===== config.mk =====
export PLATFORM = sky130hd
export DESIGN_NAME = dyt_load_store_unit_flat
export DESIGN_NICKNAME = d
export VERILOG_FILES = /design/src/rtl/dyt_load_store_unit_if.sv /design/src/rtl/dyt_load_store_unit.sv /design/src/flat_wrapper.sv
export SDC_FILE = /design/constraint.sdc
export NUM_CORES = 1
export LEC_CHECK = 0
export CAP_MARGIN = 0
export CORE_AREA = 3 3 109 111
export CTS_CLUSTER_DIAMETER = 80
export DETAILED_ROUTE_END_ITERATION = 8
export DIE_AREA = 0 0 112 114
export GPL_TIMING_DRIVEN = 1
export PLACE_DENSITY = 0.89
export SYNTH_ARGS = -nofsm -noshare
export SYNTH_HDL_FRONTEND = slang
export SYNTH_SLANG_ARGS = --single-unit

===== constraint.sdc =====
create_clock -name CLK -period 2.2 [get_ports CLK]
set_input_delay 0.22 -clock CLK [delete_from_list [all_inputs] [get_ports CLK]]
set_output_delay 0.22 -clock CLK [all_outputs]
set_load 0.05 [all_outputs]

===== src/rtl/dyt_load_store_unit_if.sv =====
// CPU <-> load/store unit request/grant bundle.
interface dyt_load_store_unit_if;
  logic [31:0] mem_address;
  logic [31:0] mem_w_data;
  logic        mem_d_ren;
  logic        mem_i_ren;
  logic        mem_wen;
  logic [1:0]  mem_w_type;
  logic [31:0] mem_r_data;
  logic        mem_d_gnt;
  logic        mem_i_gnt;

  // CPU side
  modport master (
    output mem_address, mem_w_data, mem_d_ren, mem_i_ren, mem_wen, mem_w_type,
    input  mem_r_data, mem_d_gnt, mem_i_gnt
  );

  // Responder side
  modport slave (
    input  mem_address, mem_w_data, mem_d_ren, mem_i_ren, mem_wen, mem_w_type,
    output mem_r_data, mem_d_gnt, mem_i_gnt
  );

  // Load/store unit view (same direction as slave)
  modport lsu (
    input  mem_address, mem_w_data, mem_d_ren, mem_i_ren, mem_wen, mem_w_type,
    output mem_r_data, mem_d_gnt, mem_i_gnt
  );
endinterface


===== src/rtl/dyt_load_store_unit.sv =====
// Arbitrates instruction fetch and data access onto one variable-latency SRAM port.
//
// state  | meaning
// IDLE   | waiting for a request; picks a winner and latches its fields
// ACCESS | SRAM strobes held until sram_ready or timeout
// GRANT  | one-cycle grant pulse to the CPU
module dyt_load_store_unit #(
  parameter int unsigned TIMEOUT_CYCLES = 255,
  parameter bit          DATA_FIRST     = 1'b1
) (
  input  logic                  CLK,
  input  logic                  RST,
  dyt_load_store_unit_if.lsu    lsu_if,
  output logic                  mem_err,
  output logic [31:0]           sram_addr,
  output logic [31:0]           sram_wdata,
  output logic [3:0]            sram_ben,
  output logic                  sram_ren,
  output logic                  sram_wen,
  input  logic [31:0]           sram_rdata,
  input  logic                  sram_ready
);

  typedef enum logic [1:0] {
    S_IDLE   = 2'd0,
    S_ACCESS = 2'd1,
    S_GRANT  = 2'd2
  } state_t;

  localparam logic [7:0] CNT_LAST = 8'(TIMEOUT_CYCLES - 1);

  state_t      state_q, state_d;
  logic [7:0]  cnt_q, cnt_d;
  logic        instr_q, instr_d;
  logic [31:0] r_data_q, r_data_d;
  logic        d_gnt_q, d_gnt_d;
  logic        i_gnt_q, i_gnt_d;
  logic        err_q, err_d;
  logic [31:0] addr_q, addr_d;
  logic [31:0] wdata_q, wdata_d;
  logic [3:0]  ben_q, ben_d;
  logic        ren_q, ren_d;
  logic        wen_q, wen_d;

  logic        data_req, pick_data, pick_instr, sel_write;
  logic        is_byte, is_half, misaligned, timed_out;
  logic [3:0]  ben_sel;
  logic [31:0] wdata_sel;

  // Request arbitration and width decode of the incoming CPU fields.
  always_comb begin
    data_req   = lsu_if.mem_d_ren | lsu_if.mem_wen;
    pick_data  = data_req & (DATA_FIRST | ~lsu_if.mem_i_ren);
    pick_instr = lsu_if.mem_i_ren & ~pick_data;
    sel_write  = pick_data & lsu_if.mem_wen;
    is_byte    = pick_data & (lsu_if.mem_w_type == 2'b00);
    is_half    = pick_data & (lsu_if.mem_w_type == 2'b01);
    if (is_byte) begin
      misaligned = 1'b0;
      ben_sel    = 4'b0001 << lsu_if.mem_address[1:0];
      wdata_sel  = {4{lsu_if.mem_w_data[7:0]}};
    end else if (is_half) begin
      misaligned = lsu_if.mem_address[0];
      ben_sel    = lsu_if.mem_address[1] ? 4'b1100 : 4'b0011;
      wdata_sel  = {2{lsu_if.mem_w_data[15:0]}};
    end else begin
      misaligned = (lsu_if.mem_address[1:0] != 2'b00);
      ben_sel    = 4'b1111;
      wdata_sel  = lsu_if.mem_w_data;
    end
  end

  assign timed_out = (cnt_q == CNT_LAST);

  // State and registered outputs; reset abandons any in-flight access.
  always_ff @(posedge CLK) begin
    if (RST) begin
      state_q  <= S_IDLE;
      cnt_q    <= '0;
      instr_q  <= 1'b0;
      r_data_q <= '0;
      d_gnt_q  <= 1'b0;
      i_gnt_q  <= 1'b0;
      err_q    <= 1'b0;
      addr_q   <= '0;
      wdata_q  <= '0;
      ben_q    <= '0;
      ren_q    <= 1'b0;
      wen_q    <= 1'b0;
    end else begin
      state_q  <= state_d;
      cnt_q    <= cnt_d;
      instr_q  <= instr_d;
      r_data_q <= r_data_d;
      d_gnt_q  <= d_gnt_d;
      i_gnt_q  <= i_gnt_d;
      err_q    <= err_d;
      addr_q   <= addr_d;
      wdata_q  <= wdata_d;
      ben_q    <= ben_d;
      ren_q    <= ren_d;
      wen_q    <= wen_d;
    end
  end

  // Next-state decode.
  always_comb begin
    state_d = state_q;
    case (state_q)
      S_IDLE:   if (pick_data | pick_instr) state_d = misaligned ? S_GRANT : S_ACCESS;
      S_ACCESS: if (sram_ready | timed_out) state_d = S_GRANT;
      S_GRANT:  state_d = S_IDLE;
      default:  state_d = S_IDLE;
    endcase
  end

  // Next values of the registered outputs; a grant is one cycle ahead of the GRANT state.
  always_comb begin
    cnt_d    = cnt_q;
    instr_d  = instr_q;
    r_data_d = r_data_q;
    d_gnt_d  = 1'b0;
    i_gnt_d  = 1'b0;
    err_d    = 1'b0;
    addr_d   = addr_q;
    wdata_d  = wdata_q;
    ben_d    = ben_q;
    ren_d    = ren_q;
    wen_d    = wen_q;
    case (state_q)
      S_IDLE: begin
        if (pick_data | pick_instr) begin
          instr_d = pick_instr;
          cnt_d   = '0;
          addr_d  = {lsu_if.mem_address[31:2], 2'b00};
          ben_d   = ben_sel;
          wdata_d = wdata_sel;
          if (misaligned) begin
            d_gnt_d  = pick_data;
            i_gnt_d  = pick_instr;
            err_d    = 1'b1;
            r_data_d = '0;
          end else begin
            ren_d = ~sel_write;
            wen_d = sel_write;
          end
        end
      end
      S_ACCESS: begin
        if (sram_ready | timed_out) begin
          ren_d    = 1'b0;
          wen_d    = 1'b0;
          d_gnt_d  = ~instr_q;
          i_gnt_d  = instr_q;
          err_d    = ~sram_ready;
          r_data_d = (sram_ready & ren_q) ? sram_rdata : 32'h0;
        end else begin
          cnt_d = cnt_q + 8'd1;
        end
      end
      default: ;
    endcase
  end

  assign lsu_if.mem_r_data = r_data_q;
  assign lsu_if.mem_d_gnt  = d_gnt_q;
  assign lsu_if.mem_i_gnt  = i_gnt_q;
  assign mem_err           = err_q;
  assign sram_addr         = addr_q;
  assign sram_wdata        = wdata_q;
  assign sram_ben          = ben_q;
  assign sram_ren          = ren_q;
  assign sram_wen          = wen_q;

endmodule


===== src/flat_wrapper.sv =====
// flat-port wrapper written by rule: the top's interface ports become plain ports
module dyt_load_store_unit_flat 
#(
  parameter int unsigned TIMEOUT_CYCLES = 255,
  parameter bit          DATA_FIRST     = 1'b1
)
  (CLK, RST, mem_err, sram_addr, sram_wdata, sram_ben, sram_ren, sram_wen, sram_rdata, sram_ready, lsu_if_mem_address, lsu_if_mem_w_data, lsu_if_mem_d_ren, lsu_if_mem_i_ren, lsu_if_mem_wen, lsu_if_mem_w_type, lsu_if_mem_r_data, lsu_if_mem_d_gnt, lsu_if_mem_i_gnt);
  dyt_load_store_unit_if lsu_if_i ();
  input  logic CLK;
  input  logic RST;
  output logic mem_err;
  output logic [31:0] sram_addr;
  output logic [31:0] sram_wdata;
  output logic [3:0] sram_ben;
  output logic sram_ren;
  output logic sram_wen;
  input  logic [31:0] sram_rdata;
  input  logic sram_ready;
  input wire logic [$bits(lsu_if_i.mem_address)-1:0] lsu_if_mem_address;
  input wire logic [$bits(lsu_if_i.mem_w_data)-1:0] lsu_if_mem_w_data;
  input wire logic [$bits(lsu_if_i.mem_d_ren)-1:0] lsu_if_mem_d_ren;
  input wire logic [$bits(lsu_if_i.mem_i_ren)-1:0] lsu_if_mem_i_ren;
  input wire logic [$bits(lsu_if_i.mem_wen)-1:0] lsu_if_mem_wen;
  input wire logic [$bits(lsu_if_i.mem_w_type)-1:0] lsu_if_mem_w_type;
  output wire logic [$bits(lsu_if_i.mem_r_data)-1:0] lsu_if_mem_r_data;
  output wire logic [$bits(lsu_if_i.mem_d_gnt)-1:0] lsu_if_mem_d_gnt;
  output wire logic [$bits(lsu_if_i.mem_i_gnt)-1:0] lsu_if_mem_i_gnt;
  assign lsu_if_i.mem_address = lsu_if_mem_address;
  assign lsu_if_i.mem_w_data = lsu_if_mem_w_data;
  assign lsu_if_i.mem_d_ren = lsu_if_mem_d_ren;
  assign lsu_if_i.mem_i_ren = lsu_if_mem_i_ren;
  assign lsu_if_i.mem_wen = lsu_if_mem_wen;
  assign lsu_if_i.mem_w_type = lsu_if_mem_w_type;
  assign lsu_if_mem_r_data = lsu_if_i.mem_r_data;
  assign lsu_if_mem_d_gnt = lsu_if_i.mem_d_gnt;
  assign lsu_if_mem_i_gnt = lsu_if_i.mem_i_gnt;
  dyt_load_store_unit #(.TIMEOUT_CYCLES(TIMEOUT_CYCLES), .DATA_FIRST(DATA_FIRST)) u_core (.CLK(CLK), .RST(RST), .lsu_if(lsu_if_i), .mem_err(mem_err), .sram_addr(sram_addr), .sram_wdata(sram_wdata), .sram_ben(sram_ben), .sram_ren(sram_ren), .sram_wen(sram_wen), .sram_rdata(sram_rdata), .sram_ready(sram_ready));
endmodule

# Word-level counts from Yosys, hierarchy flattened

Cells that the tools add are included.

Register bits: 114
Output and inout port bits: 105
Word-level logic and storage cells: 81
RAM bits: 0
Memories kept: 0
Bits in read-only memories: 0
Input port bits: 104
Latch bits: 0

Shifts and indexed selects: 1
$add $sub $neg: 1
Reductions and logical operators: 9
Mux-type cells: 38
Divide/modulo/power cells: 0
Bitwise logic cells: 12
$lt $le $gt $ge: 0
Multipliers: 0
Equality and inequality tests: 8

Operators with widths:

| kind                                                               | number |
|---|---|
| 32-bit 2-to-1 mux                                                  | 6 |
| 32-bit one-hot mux with 2 select lines                             | 1 |
| 1-bit 2-to-1 mux                                                   | 16 |
| 8-bit 2-to-1 mux                                                   | 2 |
| 8-bit one-hot mux with 2 select lines                              | 1 |
| 4-bit 2-to-1 mux                                                   | 3 |
| 1-bit one-hot mux with 2 select lines                              | 5 |
| 8-bit by 1-bit adder with 8-bit output (second input constant)     | 1 |
| 8-bit == test (second input constant)                              | 1 |
| 4-bit AND reduction                                                | 2 |
| 2-bit 2-to-1 mux                                                   | 3 |
| 2-bit by 1-bit != test with 1-bit output (second input constant)   | 3 |
| 1-bit AND                                                          | 5 |
| 2-bit by 1-bit == test with 1-bit output (second input constant)   | 2 |
| 2-bit logical NOT                                                  | 2 |
| 2-bit != test (second input constant)                              | 2 |
| 1-bit NOT                                                          | 4 |
| 2-bit one-hot mux with 2 select lines                              | 1 |
| 2-bit AND reduction                                                | 2 |
| 2-bit nonzero test                                                 | 2 |
| 1-bit by 2-bit left shift with 4-bit output (first input constant) | 1 |
| 1-bit OR                                                           | 3 |
| 3-bit AND reduction                                                | 1 |

# Logic depth before layout (Yosys ltp)

Gate-level depths: netlist of the first run.

Depth in word-level cells: 7
Gate-level depth with buffers: 7
Depth with buffers taken out: 6

# Worst setup path before layout of the first run

No wires, ideal clock.

Path type: reg-to-reg
Start: register u_core.cnt_q[0]
End: register u_core.ren_q, in the netlist u_core.sram_ren
Clock period less this slack: 1639 ps
Data arrival time: 1518 ps
Library setup time: 121 ps
Path slack: 561 ps
Data required time: 2079 ps
Cell stages (with the launch flop): 7
Path buffers: 0
Cells stage by stage: dfxtp_1 inv_1 ha_1 nand3_1 o21ai_4 o311a_2 mux2_2

Cells in the longest elaborated chain, start to end: 4

Ends and longest elaborated chain:

| what                                               | RTL line                   | RTL |
|---|---|---|
| from (decl)                                        | dyt_load_store_unit.sv:33  | `logic [7:0] cnt_q, cnt_d;` |
| from (signal assigned)                             | dyt_load_store_unit.sv:92  | `cnt_q <= cnt_d;` |
| 8-bit == test                                      | dyt_load_store_unit.sv:73  | `assign timed_out = (cnt_q == CNT_LAST);` |
| 1-bit OR                                           | dyt_load_store_unit.sv:150 | `if (sram_ready \| timed_out) begin` |
| 2-bit by 1-bit != test with 1-bit output (no line) | -                          |  |
| 4-bit AND reduction (no line)                      | -                          |  |
| to (signal assigned)                               | dyt_load_store_unit.sv:101 | `ren_q <= ren_d;` |
| to (decl)                                          | dyt_load_store_unit.sv:42  | `logic ren_q, ren_d;` |

Every way passes these cells.
A chain may end at the register's enable or synchronous reset.

# Worst setup path in the final report of the first run

Start: register u_core.state_q[0]
End: register u_core.ben_q[0], in the netlist u_core.sram_ben[0]

Cells in the longest elaborated chain, start to end: 2

Ends and longest elaborated chain:

| what                          | RTL line                   | RTL |
|---|---|---|
| from (decl)                   | dyt_load_store_unit.sv:32  | `state_t state_q, state_d;` |
| from (signal assigned)        | dyt_load_store_unit.sv:91  | `state_q <= state_d;` |
| 2-bit logical NOT             | dyt_load_store_unit.sv:130 | `case (state_q)` |
| 2-bit AND reduction (no line) | -                          |  |
| to (signal assigned)          | dyt_load_store_unit.sv:100 | `ben_q <= ben_d;` |
| to (decl)                     | dyt_load_store_unit.sv:41  | `logic [3:0] ben_q, ben_d;` |

Every way passes these cells.

==> reports/qor.csv, run 1 <==
metric,value,unit
vias_per_cell,5.16,
grtUsageMet1,23.2,%
multi_input_area,1980,um2
clk_pin_slew,0.06,ns
die_area,12800,um2
yosysWarnings,0,
synth_top_flop_cell,dfxtp_1,
preCtsSetupSlack,-0.146,ns
grt.total_usage,21.9,%
fin_hold_ws,0.118,ns
setup_viol,0,
rsz0062_at_grt,no,
area_growth,62.4,%
totalWireLength,14.0,mm
hpwl,10.3,mm
num_io_pins,209,
synthCells,481,
use_met2,39.2,%
drt_first_pass_iters,4,
place.gp.congestion,0.886,
clock_latency,0.52,ns
cp.arrival,2.37,ns
design_area,7250,um2
fillers,855,
slew_viol_final,0,
p_leak,2.76,nW
drt_iter0_markers,215,
grt_max_degree,61,
synth-edff-count,0,
grt_pass1_vias,4418,
cts_made_buffers,17,
ys_seq_area_share,51.1,%
synth.most_common_cell,dfxtp_1,
layout_min_cycle_time,1.96,ns
cts-root-buf,clkbuf_8,
relSlewSlack,42.3,%
status,"complete, no violations",
grt_antenna_before_repair,0,
initial_utilization,41.0,%
core,10900,um2
clockBufferDepth,2,
vias,4312,
cp-start-kind,flop,
tightest_slew,0.866,ns
powerDensity,941,nW/um2
clock_skew,0.0125,ns
n_antenna_cell,0,
wire_per_inst,16.8,um
post-cts-setup-buffer-count,0,
synth_area_per_cell,9.28,um2
fin_ws,0.245,ns
worstPathMaxFanout,26,
synth_area_leaders,"dfxtp_1, nand2_1, a22o_1",
p_total,6.82,mW
drv_cap,0,
fp-row-count,38,
finalHoldViolCount,0,
grt_pass1_wl,22.1,mm
synthTopCellsByCount,"dfxtp_1, nand2_1, a21oi_1",
cts_tree,built,
met3_usage,8.28,%
overflow,0,
route.detailed.drc,0,
ctsResizeCount,0,
clock-sinks,114,
synth_top_area_cell,dfxtp_1,
port_buffers,206,
place_area,6650,um2
top_usage_layer,met2,
synth-seq-cells,114,
endpoint_kind,flop,
drive_gt1_share,8.06,%
ctsHoldBuffers,0,
nets,788,
synth_cell_types,48,
ant_nets,0,
synth_top_area_share,51.1,%
fmax,511,MHz
htree_num_levels,4,
die_h,114,um
max-vdd-ir-drop,0.000773,V
min_period_over_period,88.9,%
cp.required,2.62,ns
crit_type,reg2reg,
min_path_type,in2reg,
die_w,112,um
regArea,2280,um2
netlist_area,4460,um2
synthArstFlopShare,0,%
worst max-delay path, cell delays in order (launching register included):
cell	delay (ns)
dfxtp_1	0.38
nor2_1	0.33
o31a_2	0.48
buf_4	0.34
nor2_1	0.07
a311oi_1	0.26
cells by family after synthesis:
group / count (synthesis) / share of synthesized area, %
adders and majority gates: 2 / 0.560
buffers and inverters: 44 / 4.85
DFF: 114 / 51.1
xor gates and xnor gates: 3 / 0.589
muxes: 27 / 6.11
and+or+nand+nor: 153 / 15.1
other: 1 / 0.0840
AOI/OAI and AO/OA: 137 / 21.6
power breakdown:
group          total [mW]  leakage [nW]  switching (mW)  internal, mW
combinational        1.71          1.54            1.08         0.630
clock                2.78         0.285           0.923          1.86
sequential           2.33         0.935          0.0916          2.24
per-layer routing:
| layer | up-vias | part of all wire, % |
|---|---|---|
| li1 | 2103 | - |
| met4 | 0 | 1.7 |
| met2 | 158 | 53 |
| met3 | 21 | 8.1 |
| met1 | 2030 | 37 |
| met5 | - | 0 |
cells in the final DEF (no fill, tap or decap), drive strengths merged, types with 4 or more instances in the layout:
| cell | Yosys | final |
|---|---|---|
| dfxtp | 114 | 114 |
| a311oi | 4 | 4 |
| a22o | 32 | 32 |
| inv | 5 | 5 |
| nand2 | 96 | 96 |
| o21ai | 6 | 6 |
| bufinv | 0 | 4 |
| mux2i | 25 | 25 |
| clkbuf | 17 | 22 |
| a21oi | 54 | 54 |
| a211oi | 16 | 16 |
| o211ai | 13 | 13 |
| clkdlybuf4s50 | 0 | 205 |
| nor3 | 6 | 6 |
| buf | 22 | 15 |
| nor2 | 31 | 31 |
stage by stage:
step,utilization [%],instances,setup TNS (ns)
2_1_floorplan,-,482,0
3_3_place_gp,61.1,803,0
6_report,66.6,835,0
5_1_grt,66.6,835,0
4_1_cts,66.6,835,0
3_5_place_dp,61.1,803,-3.44
area by class of cell:
class / count / share of cell area, %
clock inverter: 10 / 2.18
tap: 140 / 2.42
multi-input combinational: 324 / 27.4
sequential: 114 / 31.5
clock buffer: 22 / 6.11
inverter: 5 / 0.259
timing repair buffer: 220 / 30.2
registers in the layout (all words and copies together), names as in the netlist:
signal	cells
u_core.sram_wdata	32
u_core.lsu_if.mem_r_data	32
u_core.sram_ben	4
u_core.sram_ren	1
u_core.instr_q	1
u_core.cnt_q	8
u_core.sram_addr	30
u_core.lsu_if.mem_d_gnt	1
u_core.sram_wen	1
u_core.mem_err	1
u_core.lsu_if.mem_i_gnt	1
u_core.state_q	2
path summary, 6_finish.rpt:
kind	startpoint	to	slack (ns)	depth (start not counted)
setup / recovery	u_core.state_q[0]	u_core.sram_ben[0]	0.24	5
hold / removal	RST	u_core.lsu_if.mem_d_gnt	0.12	3
hold reg to reg	u_core.sram_addr[21]	u_core.sram_addr[21]	0.45	2
setup reg to reg	u_core.state_q[0]	u_core.sram_ben[0]	0.24	5
(Power assumes the default switching activity.)
==> run 2: changes to the inputs <==
REMOVE_ABC_BUFFERS = 1   (was not set)
clock period = 2.09 ns   (was 2.2 ns; I/O delays follow)
==> reports/qor.csv, run 2 (synthesized netlist as in run 1, its figures left out) <==
metric,value,unit,change
min_period_over_period,94.1,%,
p_comb_share,26.3,%,was 25.1%
worstPathMaxFanout,2,,was 26
n_antenna_cell,0,,unchanged
p_sw_share,31.6,%,was 30.7%
ctsResizeCount,0,,unchanged
status,"complete, no violations",,unchanged
grt_pass1_vias,4245,,was 4418
design_area,7170,um2,was 7250 um2
clockPowerShare,37.4,%,was 40.8%
fmax,508,MHz,
postLayoutCoreUtil,65.9,%,was 66.6%
tightest_slew,0.902,ns,was 0.866 ns
wl_met2,6.70,mm,was 7.39 mm
area_growth,60.7,%,was 62.4%
drt_first_pass_iters,5,,was 4
setup_tns,0,ns,unchanged
route.detailed.drc,0,,unchanged
powerDensity,944,nW/um2,was 941 nW/um2
overflow,0,,unchanged
grt_pass1_wl,21.6,mm,was 22.1 mm
layout_commonest_cell,clkdlybuf4s50_1,,unchanged
wl_met1,5.31,mm,was 5.25 mm
rsz0062_at_grt,no,,unchanged
clock_latency,0.51,ns,was 0.52 ns
cts_tree,built,,unchanged
place.gp.congestion,0.851,,was 0.886
p_leak,2.73,nW,was 2.76 nW
die_area,12800,um2,unchanged
endpoint_kind,output pin,,was flop
die_w,112,um,unchanged
cp.required,1.88,ns,was 2.62 ns
clk_pin_slew,0.05,ns,was 0.06 ns
grt_max_degree,79,,was 61
drive_gt1_share,7.78,%,was 8.06%
fp-row-count,38,,unchanged
cp_slowest_cell,clkdlybuf4s50_1,,was o31a_2
ant_nets,0,,unchanged
power.switching,2.14,mW,was 2.09 mW
startpoint,u_core.sram_ben[0],,was u_core.state_q[0]
clockBufferDepth,2,,unchanged
initial_utilization,41.0,%,unchanged
cts_made_buffers,17,,unchanged
cpPeakStageDelay,0.89,ns,was 0.48 ns
hpwl,9.80,mm,was 10.3 mm
vias,4303,,was 4312
crit_family,buffers and inverters,,was compound AO/OA/AOI/OAI gates
pwr-share-seq,36.3,%,was 34.1%
wl_met3,1.40,mm,was 1.14 mm
die_h,114,um,unchanged
crit_type,reg2out,,was reg2reg
cp-start-kind,flop,,unchanged
layout_common_cells,"clkdlybuf4s50_1, dfxtp_1, nand2_1",,unchanged
p_int,4.63,mW,was 4.73 mW
top_layer_used,met4,,unchanged
drt_iter0_markers,278,,was 215
cp.arrival,1.76,ns,was 2.37 ns
relSlewSlack,39.9,%,was 42.3%
crit_buf_inv,1,,unchanged
regArea,2280,um2,unchanged
clock_skew,0.00918,ns,was 0.0125 ns
core,10900,um2,unchanged
max-vdd-ir-drop,0.000685,V,was 0.000773 V
min_from,RST,,unchanged
htree_num_levels,4,,unchanged
port_buffers,206,,unchanged
min_path_type,in2reg,,unchanged
post-cts-setup-buffer-count,0,,unchanged
place_area,6660,um2,was 6650 um2
reg2reg_from,u_core.cnt_q[0],,was u_core.state_q[0]
multi_input_area,1980,um2,unchanged
slew_viol_final,0,,unchanged
cp_cell_sequence,clkdlybuf4s50_1,,was nor2_1 -> o31a_2 -> buf_4 -> nor2_1 -> a311oi_1
drv_cap,0,,unchanged
nets,789,,was 788
vias_per_cell,5.16,,about the same
wire_per_inst,16.3,um,was 16.8 um
cts-root-buf,clkbuf_8,,unchanged
ctsHoldBuffers,0,,unchanged
layout_min_cycle_time,1.97,ns,
grt.total_usage,21.1,%,was 21.9%
finalHoldViolCount,0,,unchanged
setup_viol,0,,unchanged
clock-sinks,114,,unchanged
num_io_pins,209,,unchanged
totalWireLength,13.6,mm,was 14.0 mm
fillers,842,,was 855
grt_antenna_before_repair,0,,unchanged
run 2: cell count changes in the layout (fill, tap and decap cells not counted), sizes merged:
cell / previous run / this run
clkinv: 3 / 4
clkinvlp: 3 / 1
clkbuf: 22 / 24
bufinv: 4 / 1
buf: 15 / 16
run 2: cell type report:
cell class	count	share of cell area [%]
multi-input combinational	324	27.7
inverter	5	0.262
tap	140	2.44
clock inverter	6	0.802
clock buffer	24	6.42
timing repair buffer	221	30.6
sequential	114	31.8
run 2: layer usage:
metal,up-vias,GRT usage (%)
li1,2094,-
met1,2012,23.4
met2,182,35.7
met3,15,9.50
met4,0,8.09
met5,-,0
run 2: power by group through the flow:
stage / registers, mW / logic (mW) / clock network, mW
2_1_floorplan: 3.07 / 0.449 / 0
3_3_place_gp: 2.49 / 1.75 / 0
3_5_place_dp: 2.50 / 1.78 / 0
4_1_cts: 2.46 / 1.79 / 2.59
5_1_grt: 2.48 / 1.88 / 2.70
6_report: 2.46 / 1.78 / 2.53
run 2: metrics by stage:
stage          hold WS, ns  setup WS (ns)  power [mW]  cells
2_1_floorplan        0.278          -1.52        3.52    443
3_3_place_gp         0.442        0.00137        4.24    804
3_5_place_dp         0.447         -0.153        4.28    804
4_1_cts             0.0499         0.0885        6.84    834
5_1_grt             0.0790         0.0139        7.06    834
6_report            0.0806          0.123        6.77    834
run 2: final timing paths:
| kind | to | cells past startpoint | slack (ns) |
|---|---|---|---|
| max | sram_ben[0] | 1 | 0.12 |
| min | u_core.sram_ben[0] | 2 | 0.08 |
| max reg2reg | u_core.lsu_if.mem_r_data[12] | 6 | 0.14 |
| min reg2reg | u_core.sram_wdata[26] | 2 | 0.45 |
==> run 3: changes to the inputs <==
GPL_ROUTABILITY_DRIVEN = 0   (was not set)
SETUP_SLACK_MARGIN = 0.4   (was not set)
==> reports/qor.csv, run 3 (synthesized netlist as in run 1, its figures left out) <==
metric,value,unit,change
ant_nets,0,,unchanged
regArea,2300,um2,was 2280 um2
clk_pin_slew,0.05,ns,about the same
htree_num_levels,4,,unchanged
path_common_cell,buf_6,,
cts-root-buf,clkbuf_8,,unchanged
ctsHoldBuffers,0,,unchanged
p_sw_share,32.5,%,was 31.6%
p_comb_share,26.3,%,about the same
rsz0062_at_grt,no,,unchanged
min_period_over_period,80.8,%,was 94.1%
place_area,6660,um2,unchanged
drive_gt1_share,11.8,%,was 7.78%
die_w,112,um,unchanged
tightest_slew,0.550,ns,was 0.902 ns
cp.required,2.48,ns,was 1.88 ns
totalWireLength,15.0,mm,was 13.6 mm
pwr-share-seq,36.3,%,about the same
clockPowerShare,37.4,%,about the same
multi_input_area,2060,um2,was 1980 um2
powerDensity,929,nW/um2,was 944 nW/um2
cpPeakStageDelay,0.32,ns,was 0.89 ns
area_growth,63.4,%,was 60.7%
die_area,12800,um2,unchanged
clock_skew,0.00791,ns,was 0.00918 ns
hpwl,9.80,mm,unchanged
design_area,7300,um2,was 7170 um2
setup_viol,0,,unchanged
port_buffers,206,,unchanged
core,10900,um2,unchanged
clock-sinks,114,,unchanged
n_antenna_cell,0,,unchanged
fp-row-count,38,,unchanged
worstPathMaxFanout,4,,was 2
drv_cap,0,,unchanged
cts_tree,built,,unchanged
slew_viol_final,0,,unchanged
grt_pass1_wl,22.6,mm,was 21.6 mm
status,"complete, no violations",,unchanged
clockBufferDepth,2,,unchanged
cp-start-kind,flop,,unchanged
power.switching,2.20,mW,was 2.14 mW
p_leak,3.24,nW,was 2.73 nW
num_io_pins,209,,unchanged
wire_per_inst,17.7,um,was 16.3 um
die_h,114,um,unchanged
fmax,592,MHz,was 508 MHz
relSlewSlack,63.5,%,was 39.9%
grt_max_degree,79,,unchanged
crit_type,reg2reg,,was reg2out
layout_commonest_cell,dfxtp_1,,was clkdlybuf4s50_1
p_int,4.58,mW,was 4.63 mW
fin_hold_ws,0.123,ns,was 0.0806 ns
clock_latency,0.50,ns,was 0.51 ns
nets,804,,was 789
grt.total_usage,22.2,%,was 21.1%
layout_common_cells,"dfxtp_1, clkdlybuf4s50_1, dlygate4sd2_1",,"was clkdlybuf4s50_1, dfxtp_1, nand2_1"
layout_min_cycle_time,1.69,ns,was 1.97 ns
vias_per_cell,5.29,,was 5.16
cp_cell_sequence,inv_2 -> ha_4 -> nand3_4 -> o21ai_4 -> buf_6 -> buf_6 -> o311a_4 -> mux2_2,,was clkdlybuf4s50_1
route.detailed.drc,0,,unchanged
cp.arrival,2.08,ns,was 1.76 ns
fillers,872,,was 842
drt_iter0_markers,228,,was 278
grt_pass1_vias,4379,,was 4245
endpoint_kind,flop,,was output pin
min_path_type,in2reg,,unchanged
cp_slowest_cell,dfxtp_2,,was clkdlybuf4s50_1
setup_tns,0,ns,unchanged
overflow,0,,unchanged
finalHoldViolCount,0,,unchanged
drt_first_pass_iters,5,,unchanged
initial_utilization,41.0,%,unchanged
cts_made_buffers,17,,unchanged
max-vdd-ir-drop,0.000668,V,was 0.000685 V
grt_antenna_before_repair,0,,unchanged
p_total,6.78,mW,was 6.77 mW
vias,4490,,was 4303
==> run 3: changes by cell type in the layout (fill, tap and decap cells not counted), sizes merged <==
| cell | previous run | this run |
|---|---|---|
| clkbuf | 24 | 27 |
| dlygate4sd2 | 0 | 101 |
| buf | 16 | 29 |
| a31oi | 1 | 2 |
| clkdlybuf4s50 | 205 | 102 |
==> run 3: area by class of cell <==
cell class | count | area share [%]
clock inverter | 6 | 0.789
inverter | 5 | 0.257
sequential | 114 | 31.5
tap | 140 | 2.40
timing repair buffer | 235 | 30.5
multi-input combinational | 325 | 28.3
clock buffer | 24 | 6.31
==> run 3: per-stage QoR <==
step           cells  worst slack, ns  utilization (%)
2_1_floorplan    443            -1.52                -
3_3_place_gp     804          0.00137             61.1
3_5_place_dp     804           -0.153             61.1
4_1_cts          843            0.334             66.0
5_1_grt          849            0.365             67.0
6_report         849            0.401             67.0
==> run 3: worst max-delay path: cells and delay by family (launching register included) <==
kind | cells | cell delay [ns]
compound gates | 2 | 0.40
buf+inv | 3 | 0.33
flops | 1 | 0.32
mux | 1 | 0.32
fa+ha+maj | 1 | 0.14
simple gates | 1 | 0.07
==> run 3: path summary, 6_finish.rpt <==
path                                       startpoint  cells after the start  slack [ns]                      end
worst max register to register        u_core.cnt_q[0]                      8        0.40          u_core.sram_ren
worst min-delay path                              RST                      2        0.12  u_core.lsu_if.mem_i_gnt
worst max-delay path                  u_core.cnt_q[0]                      8        0.40          u_core.sram_ren
worst min register to register  u_core.sram_wdata[26]                      2        0.45    u_core.sram_wdata[26]
==> run 3: power by group through the flow <==
stage               sequential [mW]  clock [mW]  combinational [mW]
floorplan                      3.07           0               0.449
global placement               2.49           0                1.75
detailed placement             2.50           0                1.78
CTS                            2.46        2.59                1.73
global route                   2.48        2.69                1.88
finish                         2.46        2.54                1.78
==> run 3: per-layer routing <==
layer,share of wire (%),GRT usage [%]
met1,38,23.5
met2,50,38.8
met3,9.8,10.2
met4,2.3,8.73
met5,0,0
==> run 3: what timing repair did <==
| item | in CTS | in global routing |
|---|---|---|
| setup buffers | 7 | 5 |
| setup endpoints to repair | 145 | 79 |
| gates cloned | 2 | 1 |
| pin swaps | 4 | 3 |
| endpoints found under the hold margin | 0 | 0 |
| gates resized for setup | 113 | 20 |
